### src/rtl/demux1a2_router_pkg.sv
// Shared definitions for the 1-to-2 registered demultiplexer: channel indices
// and the auto-alternation pointer state.
package demux1a2_router_pkg;

    localparam logic CH_A = 1'b0;
    localparam logic CH_B = 1'b1;

    typedef enum logic {
        PTR_A = 1'b0,
        PTR_B = 1'b1
    } ptr_e;

endpackage

### src/rtl/demux1a2_router_out_reg_slot.sv
// One-entry valid/ready output register with a wrapping delivery counter.
// A load and a drain may happen on the same edge, which sustains 1 word/cycle.
module demux1a2_router_out_reg_slot #(
    parameter int W     = 4,
    parameter int CNT_W = 8
) (
    input  logic             clk,
    input  logic             reset_n,
    input  logic             load,
    input  logic [W-1:0]     load_data,
    input  logic             out_ready,
    output logic [W-1:0]     out_data,
    output logic             out_valid,
    output logic [CNT_W-1:0] out_count,
    output logic             free
);

    logic [W-1:0]     data_q,  data_d;
    logic             valid_q, valid_d;
    logic [CNT_W-1:0] count_q, count_d;

    always_comb begin
        data_d  = data_q;
        valid_d = valid_q;
        count_d = count_q;
        if (valid_q && out_ready) begin
            valid_d = 1'b0;
            count_d = count_q + CNT_W'(1);
        end
        // A new word overrides the clear from a same-cycle delivery.
        if (load) begin
            valid_d = 1'b1;
            data_d  = load_data;
        end
    end

    always_ff @(posedge clk or negedge reset_n) begin
        if (!reset_n) begin
            data_q  <= '0;
            valid_q <= 1'b0;
            count_q <= '0;
        end else begin
            data_q  <= data_d;
            valid_q <= valid_d;
            count_q <= count_d;
        end
    end

    assign out_data  = data_q;
    assign out_valid = valid_q;
    assign out_count = count_q;
    assign free      = ~valid_q | out_ready;

endmodule

### src/rtl/demux1a2_router.sv
// Registered 1-to-2 demultiplexer: steers each accepted input word into the
// A or B output register, by in_sel or by an alternating pointer.
module demux1a2_router
    import demux1a2_router_pkg::*;
#(
    parameter int W        = 4,
    parameter int AUTO_SEL = 0,
    parameter int CNT_W    = 8
) (
    input  logic             clk,
    input  logic             reset_n,
    input  logic [W-1:0]     in_data,
    input  logic             in_sel,
    input  logic             in_valid,
    output logic             in_ready,
    input  logic             frame,
    output logic [W-1:0]     a_data,
    output logic             a_valid,
    input  logic             a_ready,
    output logic [W-1:0]     b_data,
    output logic             b_valid,
    input  logic             b_ready,
    output logic [CNT_W-1:0] a_count,
    output logic [CNT_W-1:0] b_count
);

    ptr_e ptr_q, ptr_d;
    logic dest;
    logic accept;
    logic a_free, b_free;

    assign dest     = (AUTO_SEL != 0) ? (ptr_q == PTR_B) : in_sel;
    assign in_ready = (dest == CH_B) ? b_free : a_free;
    assign accept   = in_valid & in_ready;

    // frame beats the toggle; the word accepted alongside it used ptr_q already.
    always_comb begin
        ptr_d = ptr_q;
        if (AUTO_SEL != 0) begin
            if (frame) begin
                ptr_d = PTR_A;
            end else if (accept) begin
                ptr_d = (ptr_q == PTR_A) ? PTR_B : PTR_A;
            end
        end
    end

    always_ff @(posedge clk or negedge reset_n) begin
        if (!reset_n) begin
            ptr_q <= PTR_A;
        end else begin
            ptr_q <= ptr_d;
        end
    end

    demux1a2_router_out_reg_slot #(.W(W), .CNT_W(CNT_W)) u_slot_a (
        .clk       (clk),
        .reset_n   (reset_n),
        .load      (accept & (dest == CH_A)),
        .load_data (in_data),
        .out_ready (a_ready),
        .out_data  (a_data),
        .out_valid (a_valid),
        .out_count (a_count),
        .free      (a_free)
    );

    demux1a2_router_out_reg_slot #(.W(W), .CNT_W(CNT_W)) u_slot_b (
        .clk       (clk),
        .reset_n   (reset_n),
        .load      (accept & (dest == CH_B)),
        .load_data (in_data),
        .out_ready (b_ready),
        .out_data  (b_data),
        .out_valid (b_valid),
        .out_count (b_count),
        .free      (b_free)
    );

endmodule

### config.mk
export PLATFORM = sky130hd
export DESIGN_NAME = demux1a2_router
export DESIGN_NICKNAME = d
export VERILOG_FILES = /design/src/rtl/demux1a2_router_pkg.sv /design/src/rtl/demux1a2_router_out_reg_slot.sv /design/src/rtl/demux1a2_router.sv
export SDC_FILE = /design/constraint.sdc
export NUM_CORES = 1
export LEC_CHECK = 0
export BUFFER_PORTS_ARGS = -buffer_cell sky130_fd_sc_hd__buf_2
export CORE_MARGIN = 2
export CORE_UTILIZATION = 43
export DETAILED_ROUTE_END_ITERATION = 8
export GPL_TIMING_DRIVEN = 0
export PLACE_DENSITY_LB_ADDON = 0.25
export SLEW_MARGIN = 20
export SYNTH_ARGS = -nofsm -noshare
export SYNTH_HDL_FRONTEND = slang
export SYNTH_SLANG_ARGS = --single-unit
### constraint.sdc
create_clock -name clk -period 1.2 [get_ports clk]
set_clock_uncertainty 0.15 [all_clocks]
set_input_delay 0.24 -clock clk [delete_from_list [all_inputs] [get_ports clk]]
set_output_delay 0.24 -clock clk [all_outputs]
set_load 0.02 [all_outputs]
# [After elaboration in Yosys (flattened, before gate mapping)]
# Cells that the tools add are included.
[op_classes] muxes=5 add_sub_neg=2 bitwise_logic=8 n_reduce_logical=4
[op_table] op="adder 8 x 1 -> 8 bit (second input constant)" n=2
[op_table] op="2-to-1 mux 1 bit" n=5
[op_table] op="nonzero test 2 bit" n=2
[op_table] op="bitwise AND 1 bit" n=3
[op_table] op="inverter 1 bit" n=3
[op_table] op="logical AND 1 bit" n=2
[op_table] op="bitwise OR 1 bit" n=2
[totals] register_bits=26

# [Logic depth before layout (Yosys ltp)]
# Gate-level depths: netlist of the first run.
[logic_depth] ltp_word=6 depth_mapped=4 mapped_depth_nobuf=3

# [Modules after synthesis]
# From an unflattened synthesis of the first run, not the netlist that was laid out.
[unflattened] cells_unflattened=83 hier_area_um2=1131.1
[modules_own_cells] mod="demux1a2_router_out_reg_slot" seq_area_each_um2=325.3 instances=2 cells_each=40 area_each_um2=549.3
[modules_own_cells] mod="demux1a2_router" seq_area_each_um2=0.0 instances=1 cells_each=3 area_each_um2=32.5

# [Least setup slack after synthesis of the first run]
# No wires, ideal clock.
[synth_path] path_type="reg2reg" startpoint="register u_slot_b.valid_q (netlist: u_slot_b.out_valid)" endpoint="register u_slot_b.data_q[0] (netlist: u_slot_b.out_data[0])" t_arrival_ns=1.098 synth_period_minus_slack_ns=1.372 stages_incl_launch_ff=4 required_time_ns=0.925 slack_ns=-0.172 setup_time_ns=0.125 path_cell_list="dfrtp_1 nand2b_4 and2b_1 mux2_2"
[synth_between] elab_chain_cells=5
[synth_lines] element="from (decl)" line="demux1a2_router_out_reg_slot.sv:19" text="logic valid_q, valid_d;"
[synth_lines] element="from (signal assigned)" line="demux1a2_router_out_reg_slot.sv:44" text="valid_q <= valid_d;"
[synth_lines] element="inverter 1 bit" line="demux1a2_router_out_reg_slot.sv:52" text="assign free = ~valid_q | out_ready;"
[synth_lines] element="bitwise OR 1 bit" line="demux1a2_router_out_reg_slot.sv:52"
[synth_lines] element="2-to-1 mux 1 bit" line="demux1a2_router.sv:33" text="assign in_ready = (dest == CH_B) ? b_free : a_free;"
[synth_lines] element="bitwise AND 1 bit" line="demux1a2_router.sv:34" text="assign accept = in_valid & in_ready;"
[synth_lines] element="bitwise AND 1 bit" line="demux1a2_router.sv:71" text=".load (accept & (dest == CH_B)),"
[synth_lines] element="to (signal assigned)" line="demux1a2_router_out_reg_slot.sv:43" text="data_q <= data_d;"
[synth_lines] element="to (decl)" line="demux1a2_router_out_reg_slot.sv:18" text="logic [W-1:0] data_q, data_d;"
# Every way passes these cells.
# A chain may end at the register's enable or synchronous reset.

# [Worst setup path after layout of the first run]
[layout_path] startpoint="register u_slot_b.valid_q (netlist: u_slot_b.out_valid)" endpoint="output port in_ready"
[layout_between] elab_chain_cells=3
[layout_lines] element="inverter 1 bit" line="demux1a2_router_out_reg_slot.sv:52"
[layout_lines] element="bitwise OR 1 bit" line="demux1a2_router_out_reg_slot.sv:52"
[layout_lines] element="2-to-1 mux 1 bit" line="demux1a2_router.sv:33"
[layout_lines] element="to (decl)" line="demux1a2_router.sv:15" text="output logic in_ready,"
# Every way passes these cells.

==> reports/results.md, run 1 <==
| Group | Metric | This run |
| --- | --- | --- |
| sta | Max-slew violations | 0 |
| route | DR DRC count | 0 |
| grt | Pin count of the biggest net entering global routing | 27 |
| synth | Ranking of synthesized cells by area | sky130_fd_sc_hd__dfrtp_1, sky130_fd_sc_hd__mux2_2, sky130_fd_sc_hd__xnor2_1 |
| setup path | Critical path required time | 810 ps |
| setup path | Peak fanout along the critical path | 3 |
| synth | Synth warn | 0 |
| floorplan | Placeable core region | 2430 um^2 |
| cells and area | Ratio of cells with drive above 1 in the final layout | 67.3% |
| synth | Flip-flop and latch count after synthesis | 26 |
| grt | Routing usage on met2 | 31.5% |
| sta | Final critical delay including setup and external delays | 1590 ps |
| route | Total wirelength of the detailed-routed design | 2.44 mm |
| power | Leakage dissipation | 0.907 nW |
| sta | Fin worst setup slack | -392 ps |
| route | DR vias | 878 |
| cells and area | Final antenna diode count | 0 |
| sta | Number of endpoints with negative hold slack in the final report | 0 |
| cts | CTS Root Cell | sky130_fd_sc_hd__clkbuf_4 |
| sta | Fmax | 628 MHz |
| synth | Share of synthesized registers carrying an async set or reset | 100% |
| cells and area | Final layout net count | 164 |
| synth | Synth Net Count | 95 |
| place | Gpl congestion | 0.698 |
| synth | Cells after synthesis | 82 |
| grt | GR met3 Demand/Resource | 4.37% |
| grt | Via count of the first global-routing pass | 875 |
| place | DP HPWL | 1.41 mm |
| route | Number of nets still failing antenna checks after routing | 0 |
| place | Cell Area, Placed | 1330 um^2 |
| sta | Final-layout worst hold slack | 13.5 ps |
| hold path | Worst min path class | in -> reg |
| sta | Final period utilization | 133% |
| synth | Mapped Area | 1090 um^2 |
| cts | Clock latency of the later-clocked register in the worst-skew pair | 310 ps |
| cells and area | Finished Layout Cells | 180 |
| cts | Clock sink total | 26 |
| route | Average wire length per cell after detail routing | 13.5 um |
| setup path | CP Launch Type | flop |
| cts | Clock buffers created by TritonCTS | 3 |
| setup path | Setup CP Type | reg -> out |
| sta | Worst Tran Pin Value | 568 ps |
| synth | Primary flip-flop cell chosen by synthesis mapping | sky130_fd_sc_hd__dfrtp_1 |
| floorplan | Die Outline Area | 2950 um^2 |
| floorplan | Placement Rows | 18 |
| floorplan | Die Y-Extent | 54.3 um |
| cells and area | Fill cell instance count of the final layout | 162 |
| grt | Met1 usage in global routing | 20.1% |
| synth | Cell taking the most area after synthesis | sky130_fd_sc_hd__dfrtp_1 |
| status | Violated checks | setup timing |
| synth | Synth Area per Inst | 13.3 um^2 |
| route | Vias per cell | 4.88 |
| sta | Unrepaired setup endpoints after global routing | yes |
| synth | Number of enable flip-flop cells after synthesis | 0 |
| grt | Overall routing resource usage | 17.7% |
| cells and area | Post-route design area | 1860 um^2 |
| power | Power per standard cell area | 1880 nW/um^2 |
| grt | Initial antenna violation count | 0 |
| job | Number of maximum-capacitance violations | 0 |
| sta | Worst slew margin relative to its limit | 62.1% |
| grt | Wire length of the first global-routing pass | 3.77 mm |
| place | Instance count after placement with tap cells included | 148 |
| synth | Area share of the largest cell type after synthesis | 59.8% |
| sta | Setup violators final | 43 |
| power | IR Drop Worst-Case VDD | 1330 uV |
| synth | Yosys cell types | 18 |
| sta | Post-route setup TNS | -4620 ps |
| synth | Fraction of the yosys area taken by sequential cells | 59.8% |
| floorplan | Initial core utilization | 44.8% |
| place | Port buffer count | 36 |
| cts | Reg clk slew, reported paths | 130 ps |
| grt | Total gr overflow | 0 |
| route | DR iter-0 viols | 4 |
| setup path | Data arrival time of the worst path | 1200 ps |
| status | Result of the run | finished, violations left |
| cts | H-tree depth | 1 |
| cts | CTS tree | done |
| setup path | Kind of capture point of the worst setup path | primary output |
| floorplan | DIE WIDTH | 54.3 um |
| cts | Number of buffers on the longest clock path | 2 |
| floorplan | IO Pins | 38 |
| grt | Most crowded layer after global routing | met2 |
| cells and area | Synthesis-to-finish area growth | 71.0% |
| route | First-pass DRT Iterations | 3 |
[power by group]
| group | internal [mW] | switching [mW] | leakage [nW] |
|---|---|---|---|
| combinational | 0.948 | 0.750 | 0.572 |
| clock | 0.185 | 0.252 | 0.0210 |
| sequential | 1.13 | 0.242 | 0.314 |
| total | 2.26 | 1.24 | 0.907 |
[routing by layer]
metal / vias to the layer above / share of wire (%)
met5: - / 0
met4: 0 / 0.70
met3: 2 / 4.2
met1: 433 / 42
li1: 420 / -
met2: 23 / 53
[layout by cell type (no fill, tap or decap), types with 2 or more instances in the layout]
cell type	n
sky130_fd_sc_hd__clkbuf_4	3
sky130_fd_sc_hd__buf_6	32
sky130_fd_sc_hd__mux2_2	7
sky130_fd_sc_hd__dfrtp_2	10
sky130_fd_sc_hd__mux2_4	4
sky130_fd_sc_hd__and2_4	2
sky130_fd_sc_hd__buf_4	22
sky130_fd_sc_hd__buf_2	9
sky130_fd_sc_hd__dlygate4sd3_1	2
sky130_fd_sc_hd__dfrtp_1	16
sky130_fd_sc_hd__xor2_1	5
sky130_fd_sc_hd__nand2_1	6
sky130_fd_sc_hd__xnor2_1	8
sky130_fd_sc_hd__and3_1	2
sky130_fd_sc_hd__nand4_1	6
[registers in the layout (all words and copies together), names as in the netlist]
register / cells
u_slot_b.out_data: 4
u_slot_a.out_valid: 1
u_slot_a.out_data: 4
u_slot_b.out_count: 8
u_slot_b.out_valid: 1
u_slot_a.out_count: 8
[final cells by class]
class / instances / area [um^2] / share of cell area, %
Clock buffer: 4 / 36.3 / 1.95
Multi-Input combinational cell: 55 / 534 / 28.7
Sequential cell: 26 / 663 / 35.6
Tap cell: 30 / 37.5 / 2.02
Timing Repair Buffer: 65 / 591 / 31.7
[cells in the mapped netlist, types with 2 or more instances]
| cell type | instances |
|---|---|
| sky130_fd_sc_hd__nor3_1 | 2 |
| sky130_fd_sc_hd__and2_1 | 2 |
| sky130_fd_sc_hd__xnor2_1 | 9 |
| sky130_fd_sc_hd__nand4_1 | 6 |
| sky130_fd_sc_hd__mux2_2 | 11 |
| sky130_fd_sc_hd__and3_1 | 3 |
| sky130_fd_sc_hd__xor2_1 | 5 |
| sky130_fd_sc_hd__ha_1 | 2 |
| sky130_fd_sc_hd__dfrtp_1 | 26 |
| sky130_fd_sc_hd__nand2_1 | 8 |
[metrics by stage]
step	total power [mW]	utilization, %	setup WS [ps]
6_report	3.50	76.5	-392
5_1_grt	3.71	76.5	-442
4_1_cts	3.38	71.9	-386
3_5_place_dp	2.30	54.6	-190
3_3_place_gp	2.27	54.6	-173
2_1_floorplan	1.95	-	-113
[worst max-delay path: stages, from the launching register on]
cell and delay, ps:
sky130_fd_sc_hd__dfrtp_2 420, sky130_fd_sc_hd__nand2b_4 60, sky130_fd_sc_hd__mux2_2 270, sky130_fd_sc_hd__buf_6 130
[path summary, 6_finish.rpt]
kind	start	end	slack (ps)	cells past startpoint
hold / removal	in_data[2]	u_slot_b.out_data[2]$_DFFE_PN0P_	10	2
max in group asynchronous	reset_n	u_slot_b.out_valid$_DFFE_PN0P_	210	2
setup reg to reg	u_slot_a.out_valid$_DFFE_PN0P_	u_slot_a.out_data[0]$_DFFE_PN0P_	-250	4
setup / recovery	u_slot_b.out_valid$_DFFE_PN0P_	in_ready	-390	3
hold reg to reg	u_slot_a.out_data[2]$_DFFE_PN0P_	u_slot_a.out_data[2]$_DFFE_PN0P_	400	1
min in group asynchronous	reset_n	u_slot_b.out_count[4]$_DFFE_PN0P_	280	2
[timing repair]
item | CTS | global route
pin swaps | 5 | 13
endpoints found under the setup margin | 38 | 50
gates resized for setup | 67 | 12
gates cloned | 0 | 0
hold endpoints to repair | 27 | 0
hold buffers | 2 | 0
buffers inserted | 20 | 7
[cell families after synthesis]
| group | count (synthesis) | synth area share (%) |
|---|---|---|
| buffers and inverters | 1 | 0.459 |
| xor gates and xnor gates | 14 | 11.3 |
| muxes | 11 | 11.4 |
| and+or+nand+nor | 28 | 14.8 |
| adders and majority gates | 2 | 2.30 |
| DFF | 26 | 59.8 |
Note: power is estimated with default switching activity, not from simulation.
==> run 2, diff against run 1 <==
--- a/config.mk
+++ b/config.mk
@@ -10,7 +10,7 @@
 export CORE_UTILIZATION = 43
 export DETAILED_ROUTE_END_ITERATION = 8
 export GPL_TIMING_DRIVEN = 0
-export PLACE_DENSITY_LB_ADDON = 0.25
+export PLACE_DENSITY = 0.71
 export SLEW_MARGIN = 20
 export SYNTH_ARGS = -nofsm -noshare
 export SYNTH_HDL_FRONTEND = slang
==> run 2 against run 1 <==
The flow still finishes with violations (setup timing). Final area rose by 4.8%. Global-route usage rose by 0.82 points. Sequential power barely moved. Die area did not move.
==> reports/results.md, run 2 (synthesis results as in run 1) <==
| Group | Metric | This run | vs previous |
| --- | --- | --- | --- |
| hold path | Worst min path class | in -> reg | unchanged |
| grt | Initial antenna violation count | 0 | unchanged |
| power | Reported net switching power | 1.33 mW | was 1.24 mW |
| setup path | Critical path required time | 810 ps | about the same |
| route | Number of nets still failing antenna checks after routing | 0 | unchanged |
| grt | Wire length of the first global-routing pass | 3.92 mm | was 3.77 mm |
| setup path | Reg2Reg Capture Point | u_slot_a.out_data[1]$_DFFE_PN0P_ | was u_slot_a.out_data[0]$_DFFE_PN0P_ |
| cells and area | Most common library cell in the layout ignoring fill and taps | sky130_fd_sc_hd__buf_6 | unchanged |
| sta | Post-route setup TNS | -6340 ps | was -4620 ps |
| cts | Clock buffers created by TritonCTS | 3 | unchanged |
| cts | Clock latency of the later-clocked register in the worst-skew pair | 320 ps | was 310 ps |
| floorplan | Initial core utilization | 44.8% | unchanged |
| sta | Worst slew margin relative to its limit | 62.0% | was 62.1% |
| route | Vias per cell | 4.91 | was 4.88 |
| floorplan | IO Pins | 38 | unchanged |
| cts | Reg clk slew, reported paths | 140 ps | was 130 ps |
| grt | Overall routing resource usage | 18.6% | was 17.7% |
| setup path | Max stage delay on crit path | 430 ps | was 420 ps |
| setup path | WP depth | 3 | unchanged |
| sta | Max-slew violations | 0 | unchanged |
| grt | Via count of the first global-routing pass | 895 | was 875 |
| cts | CTS Root Cell | sky130_fd_sc_hd__clkbuf_4 | unchanged |
| cells and area | Fill cell instance count of the final layout | 137 | was 162 |
| place | Port buffer count | 36 | unchanged |
| floorplan | Placement Rows | 18 | unchanged |
| floorplan | DIE WIDTH | 54.3 um | unchanged |
| cells and area | Post-route design area | 1950 um^2 | was 1860 um^2 |
| status | Result of the run | finished, violations left | unchanged |
| sta | Final period utilization | 133% | about the same |
| power | Switching part of the total | 35.9% | was 35.5% |
| setup path | Chain of cells forming the critical path | nand2b_4, mux2_4, buf_6 | was nand2b_4, mux2_2, buf_6 |
| sta | Number of endpoints with negative hold slack in the final report | 0 | unchanged |
| cells and area | Final antenna diode count | 0 | unchanged |
| setup path | Crit path from | u_slot_b.out_valid$_DFFE_PN0P_ | unchanged |
| setup path | Worst setup path end | in_ready | unchanged |
| cts | Number of buffers on the longest clock path | 2 | unchanged |
| place | Worst-case setup slack after placement | -193 ps | was -190 ps |
| power | Leakage dissipation | 1.00 nW | was 0.907 nW |
| place | Cell Area, Placed | 1330 um^2 | unchanged |
| setup path | Worst Reg2Reg Path Length in Cells | 6 | was 4 |
| sta | Unrepaired setup endpoints after global routing | yes | unchanged |
| cells and area | Synthesis-to-finish area growth | 79.3% | was 71.0% |
| setup path | Number of buffers and inverters on the critical path | 1 | unchanged |
| grt | Pin count of the biggest net entering global routing | 27 | unchanged |
| power | Power per standard cell area | 1900 nW/um^2 | was 1880 nW/um^2 |
| cts | Clock sink total | 26 | unchanged |
| status | Violated checks | setup timing | unchanged |
| route | First-pass DRT Iterations | 4 | was 3 |
| route | Total wirelength of the detailed-routed design | 2.93 mm | was 2.44 mm |
| route | DR vias | 913 | was 878 |
| setup path | CP Launch Type | flop | unchanged |
| cts | H-tree depth | 1 | unchanged |
| job | Number of maximum-capacitance violations | 0 | unchanged |
| setup path | Data arrival time of the worst path | 1200 ps | about the same |
| power | IR Drop Worst-Case VDD | 1530 uV | was 1330 uV |
| setup path | Source of the worst register-to-register timing path | u_slot_a.out_valid$_DFFE_PN0P_ | unchanged |
| cts | CTS tree | done | unchanged |
| sta | Fin worst setup slack | -390 ps | was -392 ps |
| grt | Total gr overflow | 0 | unchanged |
| power | Portion of total power attributed to sequential cells | 37.0% | was 39.0% |
| power | Combinational cell fraction of total power | 51.0% | was 48.5% |
| sta | Worst Tran Pin Value | 571 ps | was 568 ps |
| hold path | Worst hold start | in_data[3] | was in_data[2] |
| setup path | Slowest CP cell | sky130_fd_sc_hd__dfrtp_2 | unchanged |
| sta | Setup violators final | 51 | was 43 |
| power | Cell internal power dissipation | 2.38 mW | was 2.26 mW |
| setup path | Peak fanout along the critical path | 3 | unchanged |
| cells and area | Leading cell types in the layout, fill and taps excluded | sky130_fd_sc_hd__buf_6, sky130_fd_sc_hd__buf_4, sky130_fd_sc_hd__dfrtp_1, sky130_fd_sc_hd__dfrtp_2 | was sky130_fd_sc_hd__buf_6, sky130_fd_sc_hd__buf_4, sky130_fd_sc_hd__dfrtp_1, sky130_fd_sc_hd__dfrtp_2, sky130_fd_sc_hd__buf_2 |
| setup path | Worst reg-to-reg setup slack | -320 ps | was -250 ps |
| power | Total Power Consumption | 3.71 mW | was 3.50 mW |
| setup path | Setup CP Type | reg -> out | unchanged |
| cells and area | Ratio of cells with drive above 1 in the final layout | 69.2% | was 67.3% |
| route | Average wire length per cell after detail routing | 15.7 um | was 13.5 um |
| setup path | Dominant delay contributor by cell family on the critical path | flip-flops | unchanged |
| sta | Final critical delay including setup and external delays | 1590 ps | about the same |
| floorplan | Die Outline Area | 2950 um^2 | unchanged |
| place | DP HPWL | 1.49 mm | was 1.41 mm |
| route | DR DRC count | 0 | unchanged |
| sta | Fmax | 629 MHz | was 628 MHz |
| floorplan | Die Y-Extent | 54.3 um | unchanged |
| cells and area | Final layout net count | 170 | was 164 |
| setup path | Kind of capture point of the worst setup path | primary output | unchanged |
| floorplan | Placeable core region | 2430 um^2 | unchanged |
| place | Gpl congestion | 0.715 | was 0.698 |
| route | DR iter-0 viols | 8 | was 4 |
| power | Part of the power in the clock network | 12.1% | was 12.5% |
==> run 2: power by group through the flow <==
stage	clock network, mW	registers [mW]	logic [mW]
global route	0.497	1.40	1.98
floorplan	0	1.63	0.323
finish	0.447	1.37	1.89
CTS	0.449	1.36	1.60
global placement	0	1.36	0.906
detailed placement	0	1.38	0.934
==> run 2: routing by layer <==
metal | part of all wire [%] | global-route usage, %
met1 | 40 | 22.6
met2 | 56 | 34.1
met3 | 4.6 | 3.28
met4 | 0 | 3.75
met5 | 0 | 0
==> run 2: stage by stage <==
step / util, % / hold WS (ps) / std cells
after CTS: 73.5 / 0.381 / 176
after global placement: 54.6 / 111 / 148
final: 80.2 / 7.25 / 186
after global routing: 80.2 / 1.63 / 186
after floorplan: - / -206 / 82
after detailed placement: 54.6 / 119 / 148
==> run 2: how the worst min path moves through the flow <==
stage	cells after the start	end	slack (ps)
finish	2	u_slot_a.out_data[3]$_DFFE_PN0P_	7
floorplan	0	u_slot_a.out_count[0]$_DFFE_PN0P_	-210
detailed placement	1	u_slot_b.out_count[7]$_DFFE_PN0P_	120
global route	2	u_slot_b.out_data[3]$_DFFE_PN0P_	2
global placement	1	u_slot_b.out_count[6]$_DFFE_PN0P_	110
CTS	2	u_slot_b.out_data[1]$_DFFE_PN0P_	0.4
==> run 2: layout make-up <==
class	count	area (um^2)	share of cell area (%)
clock buffers	4	36.3	1.86
multi-input cells	55	562	28.8
flip-flops and latches	26	663	34.0
well taps	30	37.5	1.92
repair buffers	71	653	33.5
==> run 2: what timing repair did <==
item / 4_1_cts / 5_1_grt
setup buffers: 22 / 12
endpoints found under the setup margin: 40 / 52
hold endpoints to repair: 27 / 2
hold buffers: 2 / 1
pin swaps: 12 / 8
gates resized for setup: 71 / 22
==> run 2: worst register-to-register path: stages (launching register included) <==
cell                       delay, ps
sky130_fd_sc_hd__dfrtp_2         450
sky130_fd_sc_hd__nand2b_4         80
sky130_fd_sc_hd__buf_4           100
sky130_fd_sc_hd__buf_6            90
sky130_fd_sc_hd__nand3b_1        100
sky130_fd_sc_hd__buf_6           150
sky130_fd_sc_hd__mux2_4          300
==> run 3, diff against run 2 <==
--- a/config.mk
+++ b/config.mk
@@ -6,11 +6,12 @@
 export NUM_CORES = 1
 export LEC_CHECK = 0
 export BUFFER_PORTS_ARGS = -buffer_cell sky130_fd_sc_hd__buf_2
+export CORE_ASPECT_RATIO = 1.75
 export CORE_MARGIN = 2
-export CORE_UTILIZATION = 43
+export CORE_UTILIZATION = 25
 export DETAILED_ROUTE_END_ITERATION = 8
 export GPL_TIMING_DRIVEN = 0
-export PLACE_DENSITY = 0.71
+export PLACE_DENSITY = 0.45
 export SLEW_MARGIN = 20
 export SYNTH_ARGS = -nofsm -noshare
 export SYNTH_HDL_FRONTEND = slang
==> run 3 against run 2 <==
The run still ends with setup timing left. Setup slack improved by 74 ps. Sequential power is essentially flat. Global-route usage is 6.6 points lower. Sequential share of layout area grew 2.5 points. Core utilization shrank 36 points. Register-to-register slack gained 130 ps. Largest cell class unchanged.
==> reports/results.md, run 3 (synthesis results as in run 1) <==
| Group | Metric | This run | vs previous |
| --- | --- | --- | --- |
| cells and area | Final antenna diode count | 0 | unchanged |
| cts | CTS tree | done | unchanged |
| route | DR vias | 866 | was 913 |
| route | DR DRC count | 0 | unchanged |
| sta | Unrepaired setup endpoints after global routing | yes | unchanged |
| cts | Reg clk slew, reported paths | 90 ps | was 140 ps |
| setup path | Critical path required time | 810 ps | about the same |
| route | First-pass DRT Iterations | 2 | was 4 |
| cells and area | Final core area utilization | 43.8% | was 80.2% |
| grt | Total gr overflow | 0 | unchanged |
| sta | Fmax | 660 MHz | was 629 MHz |
| floorplan | Initial core utilization | 26.2% | was 44.8% |
| cells and area | Synthesis-to-finish area growth | 66.9% | was 79.3% |
| setup path | Dominant delay contributor by cell family on the critical path | flip-flops | unchanged |
| status | Violated checks | setup timing | unchanged |
| cells and area | Fill cell instance count of the final layout | 401 | was 137 |
| setup path | WP depth | 3 | unchanged |
| grt | Overall routing resource usage | 11.9% | was 18.6% |
| floorplan | Die Y-Extent | 91.3 um | was 54.3 um |
| power | Power per standard cell area | 1920 nW/um^2 | was 1900 nW/um^2 |
| route | Vias per cell | 4.49 | was 4.91 |
| cells and area | Leading cell types in the layout, fill and taps excluded | sky130_fd_sc_hd__buf_6, sky130_fd_sc_hd__buf_4, sky130_fd_sc_hd__dfrtp_1, sky130_fd_sc_hd__dfrtp_2 | unchanged |
| cells and area | Ratio of cells with drive above 1 in the final layout | 66.0% | was 69.2% |
| power | Leakage dissipation | 0.896 nW | was 1.00 nW |
| setup path | CP Launch Type | flop | unchanged |
| setup path | Max stage delay on crit path | 400 ps | was 430 ps |
| floorplan | IO Pins | 38 | unchanged |
| sta | Number of endpoints with negative hold slack in the final report | 0 | unchanged |
| route | DR iter-0 viols | 3 | was 8 |
| floorplan | DIE WIDTH | 53.9 um | was 54.3 um |
| grt | Pin count of the biggest net entering global routing | 27 | unchanged |
| sta | Worst Tran Pin Value | 372 ps | was 571 ps |
| sta | Final-layout worst hold slack | 59.3 ps | was 7.25 ps |
| sta | Fin worst setup slack | -316 ps | was -390 ps |
| setup path | Number of buffers and inverters on the critical path | 1 | unchanged |
| cells and area | Most common library cell in the layout ignoring fill and taps | sky130_fd_sc_hd__buf_6 | unchanged |
| cts | Clock latency of the later-clocked register in the worst-skew pair | 270 ps | was 320 ps |
| power | IR Drop Worst-Case VDD | 929 uV | was 1530 uV |
| cts | H-tree depth | 1 | unchanged |
| setup path | Worst Reg2Reg Path Length in Cells | 5 | was 6 |
| setup path | Peak fanout along the critical path | 3 | unchanged |
| route | Total wirelength of the detailed-routed design | 2.58 mm | was 2.93 mm |
| place | Port buffer count | 36 | unchanged |
| floorplan | Placeable core region | 4150 um^2 | was 2430 um^2 |
| sta | Max-slew violations | 0 | unchanged |
| status | Result of the run | finished, violations left | unchanged |
| setup path | Data arrival time of the worst path | 1130 ps | was 1200 ps |
| cells and area | Final layout net count | 158 | was 170 |
| grt | Via count of the first global-routing pass | 953 | was 895 |
| grt | Wire length of the first global-routing pass | 4.28 mm | was 3.92 mm |
| cts | CTS Root Cell | sky130_fd_sc_hd__clkbuf_8 | was sky130_fd_sc_hd__clkbuf_4 |
| sta | Final critical delay including setup and external delays | 1520 ps | was 1590 ps |
| sta | Worst slew margin relative to its limit | 75.2% | was 62.0% |
| sta | Setup violators final | 34 | was 51 |
| hold path | Worst min path class | in -> reg | unchanged |
| place | DP HPWL | 1.66 mm | was 1.49 mm |
| route | Number of nets still failing antenna checks after routing | 0 | unchanged |
| setup path | Slowest CP cell | sky130_fd_sc_hd__dfrtp_2 | unchanged |
| setup path | Chain of cells forming the critical path | nand2b_4, mux2_2, buf_6 | was nand2b_4, mux2_4, buf_6 |
| place | Gpl congestion | 0.715 | about the same |
| cts | Clock buffers created by TritonCTS | 3 | unchanged |
| cts | Number of buffers on the longest clock path | 2 | unchanged |
| setup path | Setup CP Type | reg -> out | unchanged |
| floorplan | Die Outline Area | 4920 um^2 | was 2950 um^2 |
| cts | Clock sink total | 26 | unchanged |
| grt | Initial antenna violation count | 0 | unchanged |
| job | Number of maximum-capacitance violations | 0 | unchanged |
| floorplan | Placement Rows | 31 | was 18 |
| route | Average wire length per cell after detail routing | 13.4 um | was 15.7 um |
| hold path | Cell count of the worst hold path | 2 | unchanged |
| setup path | Kind of capture point of the worst setup path | primary output | unchanged |
| place | Worst-case setup slack after placement | -211 ps | was -193 ps |
| sta | Final period utilization | 126% | was 133% |
==> run 3: changes by cell type in the layout (fill, tap and decap cells not counted), moves of 3 or more <==
cell / previous run / this run
sky130_fd_sc_hd__buf_4: 23 / 19
sky130_fd_sc_hd__buf_6: 36 / 30
sky130_fd_sc_hd__clkbuf_8: 1 / 4
sky130_fd_sc_hd__mux2_2: 2 / 6
sky130_fd_sc_hd__mux2_4: 9 / 5
==> run 3: final timing paths <==
check,slack [ps],startpoint,end
worst max-delay path,-320,u_slot_a.out_valid$_DFFE_PN0P_,in_ready
worst min-delay path,60,in_data[0],u_slot_b.out_data[0]$_DFFE_PN0P_
worst max register to register,-190,u_slot_a.out_valid$_DFFE_PN0P_,u_slot_a.out_count[7]$_DFFE_PN0P_
worst min register to register,380,u_slot_b.out_valid$_DFFE_PN0P_,u_slot_b.out_valid$_DFFE_PN0P_
max in group asynchronous,310,reset_n,u_slot_a.out_count[1]$_DFFE_PN0P_
min in group asynchronous,290,reset_n,u_slot_b.out_data[2]$_DFFE_PN0P_
==> run 3: repair_timing <==
| action | CTS | global route |
|---|---|---|
| setup buffers | 20 | 3 |
| resized for setup | 66 | 10 |
| hold buffers | 1 | 0 |
| gates cloned | 0 | 0 |
| setup endpoints to repair | 38 | 59 |
| pin swaps | 5 | 3 |
| endpoints found under the hold margin | 26 | 0 |
==> run 3: cell type report <==
cell class	count	area [um^2]	share of cell area (%)
tap	49	61.3	3.37
multi-input combinational	55	499	27.5
timing repair buffer	59	538	29.6
clock buffer	4	55.1	3.03
sequential	26	663	36.5
==> run 3: power by group <==
part	switching, mW	internal (mW)
sequential	0.231	1.13
clock	0.274	0.293
combinational	0.699	0.868
==> run 3: worst register-to-register path, delay by kind of cell, from the launching register on <==
kind,cells,cell delay (ps)
and+or+nand+nor,2,320
xor gates and xnor gates,1,130
DFF,1,440
buffers and inverters,2,250
==> run 3: metrics by stage <==
step	power (mW)	area (um^2)	setup TNS (ps)	cells
detailed placement	2.32	1350	-1570	167
finish	3.49	1820	-2860	193
CTS	3.47	1770	-2950	191
global placement	2.30	1350	-1530	167
global route	3.69	1820	-4370	193
floorplan	1.95	1110	-1030	82
==> run 3: per-layer routing <==
layer	GRT usage [%]	vias to the layer above	share of wire (%)	routed length [um]
met5	0	-	0	0
met4	6.41	0	1.7	43
met3	2.14	4	4.1	107
met2	21.0	28	58	1500
met1	12.4	431	36	934
li1	-	403	-	-
